File: config.mk
export PLATFORM = sky130hd
export DESIGN_NAME = fetch_ctrl
export DESIGN_NICKNAME = d
export VERILOG_FILES = /design/src/rtl/fetch_ctrl.sv
export SDC_FILE = /design/constraint.sdc
export NUM_CORES = 1
export LEC_CHECK = 0
export CAP_MARGIN = 20
export CORE_AREA = 3 3 70 78
export DETAILED_ROUTE_END_ITERATION = 7
export DIE_AREA = 0 0 73 81
export PLACE_DENSITY = 0.87
export SLEW_MARGIN = 5
export SYNTH_ARGS = -nofsm -noshare
export SYNTH_HDL_FRONTEND = slang
export SYNTH_SLANG_ARGS = --single-unit
File: constraint.sdc
create_clock -name clk -period 1.3 [get_ports clk]
set_input_delay 0.325 -clock clk [delete_from_list [all_inputs] [get_ports clk]]
set_output_delay 0.325 -clock clk [all_outputs]
set_load 0.1 [all_outputs]
File: src/rtl/fetch_ctrl.sv
// Instruction fetch sequencer: IDLE -> FETCH (read pcValue) -> HOLD (present instrReg) with redirect and fetch timeout.
// Latency: instrReg valid the cycle after memReady; stalls in HOLD until instrAck; redirect overrides everything.
module fetch_ctrl #(
  parameter int N       = 16,
  parameter int TIMEOUT = 255
) (
  input  logic         clk,
  input  logic         rst,
  input  logic         enable,
  input  logic [N-1:0] pcValue,
  input  logic [N-1:0] memData,
  input  logic         memReady,
  input  logic         redirect,
  input  logic [N-1:0] redirectAddr,
  input  logic         instrAck,
  output logic [N-1:0] addrBus,
  output logic         readMem,
  output logic         incCnt,
  output logic         iniCnt,
  output logic [N-1:0] initValue,
  output logic [N-1:0] instrReg,
  output logic         instrValid,
  output logic         memErr
);

  typedef enum logic [1:0] {
    IDLE  = 2'd0,
    FETCH = 2'd1,
    HOLD  = 2'd2
  } state_t;

  // Wait count on the TIMEOUT-th consecutive FETCH cycle without memReady.
  localparam logic [7:0] LAST_WAIT = 8'(TIMEOUT - 1);

  state_t     state;
  state_t     nextState;
  logic [7:0] waitCnt;
  logic       accept;
  logic       timeout;

  assign addrBus = pcValue;

  always_comb begin
    nextState  = state;
    readMem    = 1'b0;
    instrValid = 1'b0;
    incCnt     = 1'b0;
    accept     = 1'b0;
    timeout    = 1'b0;
    iniCnt     = redirect & ~rst;
    initValue  = redirect ? redirectAddr : '0;

    case (state)
      IDLE: begin
        if (enable && !memErr) nextState = FETCH;
      end
      FETCH: begin
        readMem = 1'b1;
        if (!redirect) begin
          if (memReady) begin
            accept    = 1'b1;
            incCnt    = 1'b1;
            nextState = HOLD;
          end else if (waitCnt == LAST_WAIT) begin
            timeout   = 1'b1;
            nextState = IDLE;
          end
        end
      end
      HOLD: begin
        instrValid = 1'b1;
        if (instrAck) nextState = enable ? FETCH : IDLE;
      end
      default: nextState = IDLE;
    endcase

    // Redirect wins over memReady and instrAck; a latched error pins the FSM in IDLE.
    if (redirect) nextState = (enable && !memErr) ? FETCH : IDLE;
  end

  always_ff @(posedge clk or posedge rst) begin
    if (rst) begin
      state <= IDLE;
    end else begin
      state <= nextState;
    end
  end

  always_ff @(posedge clk or posedge rst) begin
    if (rst) begin
      waitCnt <= '0;
    end else if (state == FETCH && nextState == FETCH && !redirect) begin
      waitCnt <= waitCnt + 8'd1;
    end else begin
      waitCnt <= '0;
    end
  end

  always_ff @(posedge clk or posedge rst) begin
    if (rst) begin
      memErr <= 1'b0;
    end else if (timeout) begin
      memErr <= 1'b1;
    end
  end

  always_ff @(posedge clk or posedge rst) begin
    if (rst) begin
      instrReg <= '0;
    end else if (accept) begin
      instrReg <= memData;
    end
  end

endmodule

# --- After elaboration in Yosys (flattened, before gate mapping) ---
# Cells that the tools add are included.
# W data, S select, Z words.
op_classes:
  n_addsub: 1
  eq_ne: 4
  muxes: 19
  n_bitwise: 2
  n_reduce_logical: 6
op_table:
  columns: ["op", "n"]
  rows:
  - ["$mux W16", 1]
  - ["$mux W1", 11]
  - ["$mux W2", 5]
  - ["$add A8 B1 Y8 const B", 1]
  - ["$eq A8 B8 Y1 const B", 1]
  - ["$mux W8", 1]
  - ["$pmux W2 S3", 1]
  - ["$eq A2 B1 Y1 const B", 2]
  - ["$logic_and A1 B1 Y1", 3]
  - ["$eq A2 B2 Y1 const B", 1]
  - ["$logic_not A1 Y1", 2]
  - ["$logic_not A2 Y1", 1]
  - ["$and A1 B1 Y1", 1]
  - ["$not A1 Y1", 1]
word_totals:
  ff_bits: 27
  in_bits: 54
  output_inout_bits: 53
  elab_cells: 36

# --- Depth between registers and ports, before layout ---
depth:
  ltp_word: 9
  depth_mapped: 5
  depth_no_buf: 5

# --- Least setup slack after synthesis ---
# Ideal clock, no wire load.
synth_path:
  kind: "input-to-output"
  startpoint: "input redirect"
  endpoint: "output iniCnt"
  arrival_time_ps: 1904
  t_required_ps: 975
  path_slack_ps: -929
  path_stages: 2
  path_buffers: 1
  path_cell_list: "clkbuf_1 > nor2b_1"
synth_between:
  elab_chain_len: 1
synth_rtl:
  columns: ["item", "line", "rtl"]
  rows:
  - ["start, declared", "13", "input logic redirect,"]
  - ["$and A1 B1 Y1", "50", "iniCnt = redirect & ~rst;"]
  - ["end, declared", "19", "output logic iniCnt,"]
# Every way passes these cells.

# --- Worst setup path in the final report ---
layout_path:
  startpoint: "register state[1]"
  endpoint: "output incCnt"
layout_between:
  elab_chain_len: 2
layout_rtl:
  columns: ["item", "line", "rtl"]
  rows:
  - ["start, declared", "35", "state_t state;"]
  - ["start signal, assigned", "85", "state <= nextState;"]
  - ["$eq A2 B1 Y1", "53", "case (state)"]
  - ["$mux W1", "53", null]
  - ["end, declared", "18", "output logic incCnt,"]
# Every way passes these cells.

==> flow_metrics.tcl <==
set metrics [dict create \
    fin_nets 263 \
    multi_input_area_um2 665.6 \
    synthCells 126 \
    final_common_cell "buf_12" \
    antenna_found_initial 0 \
    grt_pass1_wl_um 6168 \
    clock-root-buffer "clkbuf_8" \
    place_hpwl_um 3068 \
    synth_top_flop_cell "dfrtp_1" \
    critPathKind "reg -> out" \
    violations "setup timing" \
    holdWs_ps 371.0 \
    pre_cts_slack_ps -561.7 \
    power_w 0.001858 \
    synth_area_leaders "dfrtp_1 47%, buf_4 8.3%, mux2_4 8.3%, and2_1 6.9%, mux2_2 6.2%" \
    drt_iter0_markers 26 \
    required_ps 980 \
    regArea_um2 676.9 \
    layoutNonFillerInstCount 262 \
    fin_crit_sh_pct 126.6 \
    start_kind "register" \
    status "finished with violations" \
    synth.largest_area_cell "dfrtp_1" \
    syn_nets 182 \
    leakage_nw 1.293 \
    coreArea_um2 4717 \
    ys_seq_elements 27 \
    io_buffers 74 \
    worstPathArrival_ps 1320 \
    start_util_pct 30.58 \
    ir_worst_vdd_v 0.0005213 \
    clockBufferDepth 2 \
    finalMaxSlewViolations 0 \
    grt_usage_pct 13.21 \
    fin_setup_tns_ps -4865 \
    grt_pass1_vias 1356 \
    layout_common_cells "40 x buf_12, 26 x dfrtp_1, 18 x clkdlybuf4s50_1, 18 x dlygate4sd2_1" \
    grt_max_degree 28 \
    path_cells "nor2b_4 > and3b_2 > buf_12 > buf_12" \
    drc 0 \
    place_congestion 0.7584 \
    diodes 0 \
    die_h_um 81 \
    drive_gt1_share_pct 51.46 \
    rsz0062_at_grt "true" \
    numCtsBuffers 3 \
    fillers 357 \
    syn_to_final_growth_pct 94.88 \
    insertion_delay_ps 270 \
    fp-row-count 26 \
    crit_top_cell "buf_12" \
    fmax_mhz 607.5 \
    cts_sinks 27 \
    htreeDepth 1 \
    setup_violations 30 \
    syn_area_um2 1443 \
    cp_slowest_cell "dfrtp_1" \
    synth-edff-count 0 \
    fin_ws_ps -346.2 \
    path_max_fanout 2 \
    finClkSkew_ps 5.248 \
    place_inst 253 \
    routedWlPerCell_um 14.86 \
    grt_overflow_total 0 \
    cts_tree "built" \
    wl_um 3894 \
    die_w_um 73 \
    seq_area_frac_synth_pct 46.83 \
    worstMarginPinSlew_ps 454.6 \
    max_cap_violations 0 \
    post-route-min-period_ps 1646 \
    io_pins 107 \
    timing.hold.worst.class "in -> async" \
    vias_per_cell 4.821 \
    yosysWarnings 0 \
    power.density_nw_per_um2 660.8 \
    avgSynthCellArea_um2 11.45 \
    ctsHoldBuffers 0 \
    clk_pin_slew_worst_paths_ps 90 \
    hold_violations 0 \
    synth_async_sr_flop_share_pct 100.0 \
    die-area_um2 5913 \
    netlist.area_leader.share_pct 46.83 \
    drt_first_pass_iters 4 \
    slew_headroom_pct 69.27 \
    vias 1263 \
    cpPeakStageDelay_ps 420 \
    end_kind "output port" \
    antenna_left 0 \
    synthDistinctLibCells 35 \
]
## cells by family (layout without fill, tap and decap cells)
family	Yosys count	in the layout	synth area share, %
DFF	27	27	46.83
xor gates and xnor gates	2	2	1.214
muxes	16	16	14.57
adders and majority gates	2	2	1.734
and+or+nand+nor	37	37	16.22
AOI/OAI and AO/OA	15	15	6.591
buffers and inverters	27	107	12.84
## Yosys cell counts (2+ instances only)
master	instances
ha_1	2
buf_4	16
inv_1	7
and2_1	16
mux2_2	8
a21oi_1	3
clkbuf_1	2
a31oi_1	2
dfrtp_1	27
o31ai_1	2
nor2b_1	2
mux2_4	8
nand3_1	2
nand4_1	2
nand2_1	2
nor2_1	4
o21ai_0	3
## worst max-delay path, delay by kind of cell, from the launching register on
family                 cells  cell delay (ps)
buffers and inverters      2              270
flip-flops                 1              420
AND/OR/NAND/NOR            2              360
## repair_timing
action                     in CTS  in global routing
buffers inserted                2                  3
setup endpoints to repair      46                 30
resized for setup              39                  7
pin swaps                      15                  0
cloned                          1                  0
## through the flow
| step | util, % | cell area, um2 |
|---|---|---|
| 2_1_floorplan | - | 1486 |
| 3_3_place_gp | 56.58 | 2669 |
| 3_5_place_dp | 56.58 | 2669 |
| 4_1_cts | 58.83 | 2775 |
| 5_1_grt | 59.60 | 2811 |
| 6_report | 59.60 | 2811 |
## flip-flops by register name, summed over array words and instances, names as in the netlist
signal and cells:
instrReg 16, waitCnt 8, state 2, memErr 1
## worst paths after layout
path,to,cells after the start,from,slack [ps]
worst max-delay path,incCnt,4,state[1],-350
worst min-delay path,state[0],4,rst,370
worst max register to register,instrReg[3],5,state[1],-250
worst min register to register,memErr,2,memErr,540
max in group asynchronous,memErr,4,rst,770
min in group clk,waitCnt[6],4,redirect,520
## layout make-up
| type | instances | share of cell area [%] |
|---|---|---|
| multi-input cells | 72 | 23.68 |
| clock inverters | 1 | 0.2670 |
| flip-flops and latches | 27 | 24.08 |
| inverters | 7 | 0.9346 |
| well taps | 56 | 2.492 |
| repair buffers | 96 | 47.08 |
| clock buffers | 3 | 1.469 |
## per-layer routing
| metal | routed length (um) | up-vias | global-route usage [%] |
|---|---|---|---|
| li1 | - | 568 | - |
| met1 | 1397 | 598 | 14.60 |
| met2 | 1963 | 91 | 23.43 |
| met3 | 481 | 6 | 4.208 |
| met4 | 51 | 0 | 4.797 |
| met5 | 0 | - | 0 |
## where the power goes
| group | internal (W) | switching [W] |
|---|---|---|
| registers | 0.000839 | 0 |
| clock network | 0.000218 | 0.000275 |
| logic | 0.000241 | 0.000286 |
| total | 0.00130 | 0.000560 |
(Power assumes the default switching activity.)
